File: config.mk
export PLATFORM = sky130hd
export DESIGN_NAME = mem_loader_flat
export DESIGN_NICKNAME = d
export VERILOG_FILES = /design/src/rtl/mem_loader_if.sv /design/src/rtl/mem_loader.sv /design/src/flat_wrapper.sv
export SDC_FILE = /design/constraint.sdc
export NUM_CORES = 1
export LEC_CHECK = 0
export ABC_AREA = 1
export BUFFER_PORTS_ARGS = -buffer_cell sky130_fd_sc_hd__buf_2
export CELL_PAD_IN_SITES_DETAIL_PLACEMENT = 0
export CELL_PAD_IN_SITES_GLOBAL_PLACEMENT = 1
export CORE_AREA = 4 4 125 127
export CTS_CLUSTER_DIAMETER = 200
export DETAILED_ROUTE_END_ITERATION = 10
export DIE_AREA = 0 0 129 131
export GPL_TIMING_DRIVEN = 0
export PLACE_DENSITY = 0.84
export SLEW_MARGIN = 20
export SYNTH_ARGS = -nofsm -noshare
export SYNTH_HDL_FRONTEND = slang
export SYNTH_SLANG_ARGS = --single-unit
File: constraint.sdc
create_clock -name clk -period 1.7 [get_ports clk]
set_clock_uncertainty 0.2 [all_clocks]
set_input_delay 0.17 -clock clk [delete_from_list [all_inputs] [get_ports clk]]
set_output_delay 0.17 -clock clk [all_outputs]
set_load 0.1 [all_outputs]
File: src/rtl/mem_loader_if.sv
// Byte-stream and memory write-port bundle for mem_loader.
// The host side drives bytes in; the loader drives the write port out.
interface mem_loader_if #(
    parameter int ADDR_W = 12
);
    logic              in_valid;
    logic [7:0]        in_data;
    logic              in_ready;
    logic              mem_we;
    logic [ADDR_W-1:0] mem_addr;
    logic [31:0]       mem_wdata;

    modport master (
        output in_valid, in_data,
        input  in_ready, mem_we, mem_addr, mem_wdata
    );

    modport slave (
        input  in_valid, in_data,
        output in_ready, mem_we, mem_addr, mem_wdata
    );
endinterface

File: src/rtl/mem_loader.sv
// Framed byte-stream program loader for the multi-cycle CPU.
// Assembles big-endian words, writes .text/.data, holds the CPU meanwhile.
module mem_loader #(
    parameter int ADDR_W    = 12,
    parameter int DATA_BASE = 2048
) (
    input  logic clk,
    input  logic reset,
    mem_loader_if.slave bus,
    output logic cpu_hold,
    output logic done,
    output logic err
);

    typedef enum logic [2:0] {
        S_SYNC,
        S_SEG,
        S_LEN_HI,
        S_LEN_LO,
        S_DATA,
        S_WRITE,
        S_CSUM
    } state_t;

    localparam logic [7:0] SYNC_B = 8'hA5;
    localparam logic [7:0] RUN_B  = 8'hFF;

    state_t            state_q, state_d;
    logic [ADDR_W-1:0] base_q;
    logic [7:0]        len_hi_q;
    logic [15:0]       cnt_q;
    logic [15:0]       word_idx_q;
    logic [15:0]       word_nxt;
    logic [1:0]        byte_idx_q;
    logic [7:0]        csum_q;
    logic [31:0]       word_q;
    logic              mem_we_q;
    logic [ADDR_W-1:0] mem_addr_q;
    logic [31:0]       mem_wdata_q;
    logic              ready;
    logic              fire;
    logic [7:0]        b;
    logic              seg_load;

    assign b         = bus.in_data;
    assign fire      = bus.in_valid && ready;
    assign word_nxt  = word_idx_q + 16'd1;
    assign seg_load  = (b == 8'h00) || (b == 8'h01);

    assign bus.in_ready  = ready;
    assign bus.mem_we    = mem_we_q;
    assign bus.mem_addr  = mem_addr_q;
    assign bus.mem_wdata = mem_wdata_q;

    always_ff @(posedge clk or negedge reset) begin
        if (!reset) state_q <= S_SYNC;
        else        state_q <= state_d;
    end

    always_comb begin
        state_d = state_q;
        ready   = 1'b1;
        unique case (state_q)
            S_SYNC: begin
                if (fire && b == SYNC_B) state_d = S_SEG;
            end
            S_SEG: begin
                if (fire) state_d = seg_load ? S_LEN_HI : S_SYNC;
            end
            S_LEN_HI: begin
                if (fire) state_d = S_LEN_LO;
            end
            S_LEN_LO: begin
                if (fire) begin
                    if ({len_hi_q, b} == 16'd0) state_d = S_CSUM;
                    else                        state_d = S_DATA;
                end
            end
            S_DATA: begin
                if (fire && byte_idx_q == 2'd3) state_d = S_WRITE;
            end
            S_WRITE: begin
                ready   = 1'b0;
                state_d = (word_nxt == cnt_q) ? S_CSUM : S_DATA;
            end
            S_CSUM: begin
                if (fire) state_d = S_SYNC;
            end
            default: state_d = S_SYNC;
        endcase
    end

    // Write strobe is one cycle wide: cleared by default every edge.
    always_ff @(posedge clk or negedge reset) begin
        if (!reset) begin
            base_q      <= '0;
            len_hi_q    <= '0;
            cnt_q       <= '0;
            word_idx_q  <= '0;
            byte_idx_q  <= '0;
            csum_q      <= '0;
            word_q      <= '0;
            mem_we_q    <= 1'b0;
            mem_addr_q  <= '0;
            mem_wdata_q <= '0;
            cpu_hold    <= 1'b1;
            done        <= 1'b0;
            err         <= 1'b0;
        end else begin
            mem_we_q <= 1'b0;
            done     <= 1'b0;
            unique case (state_q)
                S_SYNC: begin
                    if (fire && b == SYNC_B) err <= 1'b0;
                end
                S_SEG: begin
                    if (fire) begin
                        if (b == RUN_B) begin
                            cpu_hold <= 1'b0;
                        end else if (seg_load) begin
                            base_q   <= b[0] ? ADDR_W'(DATA_BASE)
                                             : '0;
                            cpu_hold <= 1'b1;
                            csum_q   <= b;
                        end else begin
                            err <= 1'b1;
                        end
                    end
                end
                S_LEN_HI: begin
                    if (fire) begin
                        len_hi_q <= b;
                        csum_q   <= csum_q ^ b;
                    end
                end
                S_LEN_LO: begin
                    if (fire) begin
                        cnt_q      <= {len_hi_q, b};
                        csum_q     <= csum_q ^ b;
                        byte_idx_q <= '0;
                        word_idx_q <= '0;
                    end
                end
                S_DATA: begin
                    if (fire) begin
                        word_q     <= {word_q[23:0], b};
                        csum_q     <= csum_q ^ b;
                        byte_idx_q <= byte_idx_q + 2'd1;
                        if (byte_idx_q == 2'd3) begin
                            mem_we_q    <= 1'b1;
                            mem_addr_q  <= base_q
                                + word_idx_q[ADDR_W-1:0];
                            mem_wdata_q <= {word_q[23:0], b};
                        end
                    end
                end
                S_WRITE: begin
                    word_idx_q <= word_nxt;
                end
                S_CSUM: begin
                    if (fire) begin
                        if (csum_q == b) done <= 1'b1;
                        else             err  <= 1'b1;
                    end
                end
                default: ;
            endcase
        end
    end

endmodule
File: src/flat_wrapper.sv
// flat-port wrapper written by rule: the top's interface ports become plain ports
module mem_loader_flat 
#(
    parameter int ADDR_W    = 12,
    parameter int DATA_BASE = 2048
)
  (clk, reset, cpu_hold, done, err, bus_in_valid, bus_in_data, bus_in_ready, bus_mem_we, bus_mem_addr, bus_mem_wdata);
  mem_loader_if #(.ADDR_W(ADDR_W)) bus_i ();
  input  logic clk;
  input  logic reset;
  output logic cpu_hold;
  output logic done;
  output logic err;
  input wire logic [$bits(bus_i.in_valid)-1:0] bus_in_valid;
  input wire logic [$bits(bus_i.in_data)-1:0] bus_in_data;
  output wire logic [$bits(bus_i.in_ready)-1:0] bus_in_ready;
  output wire logic [$bits(bus_i.mem_we)-1:0] bus_mem_we;
  output wire logic [$bits(bus_i.mem_addr)-1:0] bus_mem_addr;
  output wire logic [$bits(bus_i.mem_wdata)-1:0] bus_mem_wdata;
  assign bus_i.in_valid = bus_in_valid;
  assign bus_i.in_data = bus_in_data;
  assign bus_in_ready = bus_i.in_ready;
  assign bus_mem_we = bus_i.mem_we;
  assign bus_mem_addr = bus_i.mem_addr;
  assign bus_mem_wdata = bus_i.mem_wdata;
  mem_loader #(.ADDR_W(ADDR_W), .DATA_BASE(DATA_BASE)) u_core (.clk(clk), .reset(reset), .bus(bus_i), .cpu_hold(cpu_hold), .done(done), .err(err));
endmodule
* Yosys cells after proc, flatten, opt, wreduce, memory -nomap -nowiden *
Cells that the tools add are included.

storage, ports and cells
  register bits after elaboration = 137

operators by class
  equality and inequality tests = 24
  add/sub/neg operators = 3
  mux-type cells = 37
  bitwise operators = 2
  reductions and logical operators = 24

operators by type and width
  cell                   number
  $mux 8                 4
  $pmux 16 s2            1
  $pmux 3 s7             1
  $mux 3                 6
  $ne 2x1->1 const B     9
  $add 16x1->16 const B  1
  $eq 16x16->1           1
  $eq 8x8->1 const B     2
  $logic_not 16->1       1
  $mux 16                1
  $pmux 8 s2             1
  $mux 1                 15
  $add 12x12->12         1
  $mux 12                1
  $mux 2                 5
  $eq 3x3->1 const B     3
  $reduce_and 3->1       3
  $eq 8x1->1 const B     1
  $eq 8x8->1             1
  $logic_not 8->1        1
  $reduce_and 2->1       4
  $reduce_bool 2->1      4
  $xor 8x8->8            1
  $reduce_and 7->1       1
  other kinds (16)       21

* Depth between registers and ports, before layout *
  depth in word-level cells = 6
  gate-level depth with buffers = 16

* Worst setup path after synthesis *
OpenSTA, ideal clock, no wires.

  path kind = register -> register
  start = register u_core.state_q[2]
  end = register u_core.word_idx_q[5]
  library setup time = 181 ps
  arrival time = 1,850 ps
  path slack = -531 ps
  clock period less this slack = 2,231 ps
  cell stages (with the launch flop) = 5
  path through = dfrtp_1 buf_4 nand3_2 clkbuf_1 o22ai_1

between the ends
  longest elaborated chain between the ends = 5
  elaborated cells on any way between the ends = 8
  those cells by class = 3 x eq/ne; 2 x mux; 3 x reduce/logical

ends and longest elaborated chain
  element                            line                source
  start: declaration                 mem_loader.sv:28    state_t state_q, state_d;
  start signal: assignment           mem_loader.sv:57    else state_q <= state_d;
  $eq 3x3->1                         mem_loader.sv:63    unique case (state_q)
  $mux 1                             mem_loader.sv:63
  via bus_in_ready                   flat_wrapper.sv:16  output wire logic [$bits(bus_i.in_ready)-1:0] bus_in_ready;
  $logic_and 1x1->1                  mem_loader.sv:46    assign fire = bus.in_valid && ready;
  $ne 2x1->1 (no source line)        n/a
  $reduce_and 2->1 (no source line)  n/a
  end signal: assignment             mem_loader.sv:158   word_idx_q <= word_nxt;
  end: declaration                   mem_loader.sv:32    logic [15:0] word_idx_q;

The timed path passes the listed nets, and every way through them passes these cells.
A chain may end at the register's enable or synchronous reset.

* Worst setup path after layout *
  start = register u_core.state_q[1]
  end = register u_core.word_idx_q[8]

between the ends
  longest elaborated chain between the ends = 5
  elaborated cells on any way between the ends = 8
  those cells by class = 3 x eq/ne; 2 x mux; 3 x reduce/logical

ends and longest elaborated chain
  element                            line
  $eq 3x3->1                         mem_loader.sv:63, mem_loader.sv:112
  $mux 1                             mem_loader.sv:63
  $logic_and 1x1->1                  mem_loader.sv:46
  $ne 2x1->1 (no source line)        n/a
  $reduce_and 2->1 (no source line)  n/a

Several ways; a longest one is shown, not always the timed one.

==> flow_metrics.env <==
export IMPL_status="finished, violations left"
export IMPL_violations="negative hold slack, negative setup slack"
export IMPL_ys_seq_elements=126
export IMPL_first_global_vias=5115
export IMPL_hold_end="u_core.csum_q[3]"
export IMPL_min_path_type="in -> reg"
export IMPL_async_reset_ff_share_pct=100.0
export IMPL_timing_rr_start="u_core.state_q[1]"
export IMPL_pwr_share_comb_pct=43.4
export IMPL_ant_nets=0
export IMPL_synthTopCellsByCount="nand2_1 (141), dfrtp_1 (125), inv_1 (53), o21ai_0 (42), nor2_1 (41)"
export IMPL_ys_warn_count=0
export IMPL_ys_flop_type="dfrtp_1"
export IMPL_clk_insertion_delay_late_ns=0.42
export IMPL_mappedNetlistArea_um2=5828
export IMPL_worst_path_largest_cell_delay_ns=0.45
export IMPL_place_ws_ns=-0.4776
export IMPL_multi_input_area_um2=2614
export IMPL_crit_family="simple AND/OR/NAND/NOR gates"
export IMPL_path_clk_slew_ns=0.06
export IMPL_fp_dieW_um=129
export IMPL_first_iter_violations=357
export IMPL_routed_wl_um=15780
export IMPL_antenna_found_initial=0
export IMPL_max_cap_violations=0
export IMPL_diodes=0
export IMPL_maxSlewHeadroom_pct=59.66
export IMPL_synth_most_common_cell="nand2_1"
export IMPL_syn_nets=620
export IMPL_synthDistinctLibCells=37
export IMPL_critPathCaptureType="register"
export IMPL_clock_path_buffers=2
export IMPL_htree_num_levels=4
export IMPL_critPathBufInv=3
export IMPL_synth_top_area_share_pct=53.67
export IMPL_ios=60
export IMPL_critical_path_slowest_cell="dfrtp_1"
export IMPL_cp_max_fo=10
export IMPL_hp_start="bus_in_data[3]"
export IMPL_peakVddDrop_uv=1617
export IMPL_reg2reg_slack_ns=-0.33
export IMPL_drc=0
export IMPL_core_area_um2=14420
export IMPL_viasPerCell=5.109
export IMPL_post_route_period_util_pct=119.4
export IMPL_holdPathStages=4
export IMPL_rsz0062_at_grt="true"
export IMPL_die_area_um2=16900
export IMPL_intPower_mw=8.119
export IMPL_gp_congestion=0.8851
export IMPL_finalCriticalPeriod_ns=2.030
export IMPL_p_total_mw=14.72
export IMPL_cp_cell_sequence="inv_2 > nor2_2 > nand2_1 > inv_1 > nand2_1 > nand2_4 > buf_4 > o22ai_1"
export IMPL_cts_buffers=17
export IMPL_p_sw_mw=6.606
export IMPL_clkSinkCount=126
export IMPL_ys_top_cells_by_area="dfrtp_1 (54%), nand2_1 (9.1%), mux2_2 (6.8%)"
export IMPL_required_ns=1.79
export IMPL_start_util_pct=40.41
export IMPL_setup_viol=126
export IMPL_cts_tree="done"
export IMPL_area_growth_pct=39.29
export IMPL_hold_worst_slack_ns=-0.003910
export IMPL_detail_route_first_pass_iterations=4
export IMPL_synth_cells=607
export IMPL_start_kind="register"
export IMPL_drive_gt1_share_pct=34.55
export IMPL_grt_pass1_wl_um=26360
export IMPL_r2r_end="u_core.word_idx_q[8]"
export IMPL_vias=4843
export IMPL_timing_final_ws_setup_ns=-0.3301
export IMPL_avgSynthCellArea_um2=9.601
export IMPL_switching_share_pct=44.86
export IMPL_chipHeight_um=131
export IMPL_power_frac_seq_pct=33.1
export IMPL_hpwl_um=9759
export IMPL_critPathMostFrequentCell="nand2_1"
export IMPL_slew_violations=0
export IMPL_rr_worst_depth=8
export IMPL_fillers=1240
export IMPL_leakage_nw=4.020
export IMPL_cts_root_buffer="clkbuf_16"
export IMPL_dp_cells=850
export IMPL_layout_cells_non_filler=948
export IMPL_powerDensity_nw_per_um2=1814
export IMPL_final_nets=764
export IMPL_synth_edff_count=0
export IMPL_track_usage_pct=20.09
export IMPL_num_rows=44
export IMPL_setup_tns_ns=-23.29
export IMPL_ys_seq_area_share_pct=54.12
export IMPL_finalHoldViolations=2
export IMPL_layout_area_seq_um2=3159
export IMPL_synth_top_cell_by_area="dfrtp_1"
export IMPL_grt_max_degree=66
export IMPL_port_buffers=58
export IMPL_overflow=0
export IMPL_timing_fmax_ghz=0.4926
export IMPL_tightestPinTransition_ns=0.6051
export IMPL_wl_per_cell_um=16.64
export IMPL_crit_type="reg -> reg"
export IMPL_worstPathArrival_ns=2.12
export IMPL_p_clk_share_pct=23.5
==> through the flow <==
stage                     util, %  instance area, um^2
after floorplan                 -                 5863
after global placement      44.26                 6384
after detailed placement    44.49                 6417
after CTS                   55.94                 8069
after global routing        56.28                 8118
final                       56.28                 8118
==> layout make-up <==
| class | instances | area share (%) |
|---|---|---|
| Clock buffer | 18 | 5.410 |
| Sequential cell | 126 | 38.92 |
| Timing Repair Buffer | 125 | 13.22 |
| Multi-Input combinational cell | 407 | 32.20 |
| Buffer | 19 | 3.298 |
| Clock inverter | 14 | 1.510 |
| Tap cell | 184 | 2.836 |
| Inverter | 55 | 2.605 |
==> worst max path at each step <==
stage                               from                  endpoint  slack, ns  cells past startpoint
floorplan              u_core.state_q[0]  u_core.bus.mem_wdata[18]      -0.13                      7
global placement                   reset      u_core.word_idx_q[0]      -1.57                      1
detailed placement     u_core.state_q[1]         u_core.state_q[1]      -0.48                     13
CTS                 u_core.word_idx_q[0]         u_core.state_q[1]      -0.30                     15
global route        u_core.word_idx_q[1]         u_core.state_q[1]      -0.50                     15
finish                 u_core.state_q[1]      u_core.word_idx_q[8]      -0.33                      8
==> worst register-to-register path: cells and delay by family (launching register included) <==
| family | cells | cell delay (ns) |
|---|---|---|
| and+or+nand+nor | 4 | 0.75 |
| DFF | 1 | 0.45 |
| buffers and inverters | 3 | 0.39 |
| AOI/OAI and AO/OA | 1 | 0.10 |
==> placed cells by master, fill, tap and decap left out, types with 9 or more instances in the layout <==
cell type	instances
inv_1	48
mux2_2	16
nor2_4	11
nand4_1	12
nand2_2	24
mux2_4	25
o21a_1	19
buf_4	25
dfrtp_1	121
nand3_1	35
a31oi_1	9
buf_6	22
xor2_1	12
o21ai_0	30
o21ai_1	12
clkbuf_16	19
nor2_1	33
dlygate4sd3_1	17
o22ai_1	10
buf_2	55
nand2_1	120
==> sequential cells by signal (all words and copies together), names as in the netlist, 2 cells and up <==
register / cells
u_core.len_hi_q: 8
u_core.bus.mem_wdata: 32
u_core.cnt_q: 16
u_core.word_idx_q: 16
u_core.word_q: 24
u_core.byte_idx_q: 2
u_core.state_q: 3
u_core.csum_q: 8
u_core.bus.mem_addr: 12
==> layer usage <==
metal	vias up	part of all wire, %	global-route usage (%)
li1	2330	-	-
met1	2389	45	26.51
met2	104	49	33.11
met3	20	3.8	4.309
met4	0	1.6	6.733
met5	-	0	0
==> logic make-up (layout without fill, tap and decap cells) <==
group / count (synthesis) / count (layout) / synth area share [%]
AO/OA/AOI/OAI: 91 / 91 / 9.425
XOR/XNOR: 15 / 15 / 2.726
adder cells (fa/ha/maj): 2 / 2 / 0.4293
buffers and inverters: 74 / 231 / 5.432
flip-flops: 126 / 126 / 54.12
multiplexers: 41 / 41 / 7.922
AND/OR/NAND/NOR: 258 / 258 / 19.94
==> power by group through the flow <==
| stage | Sequential [mW] | Clock, mW | Combinational, mW |
|---|---|---|---|
| after global routing | 5.01 | 3.63 | 6.92 |
| after detailed placement | 4.87 | 0 | 5.39 |
| after CTS | 4.84 | 3.51 | 6.27 |
| final | 4.87 | 3.46 | 6.39 |
| after global placement | 4.81 | 0 | 5.30 |
| after floorplan | 6.46 | 0 | 2.63 |
==> timing repair <==
item	in CTS	in global routing
pin swaps	12	13
endpoints found under the setup margin	124	127
gates resized for setup	149	12
hold buffers	15	4
buffers inserted	40	3
gates cloned	8	0
hold endpoints to repair	73	2
Note: power is estimated with default switching activity, not from simulation.
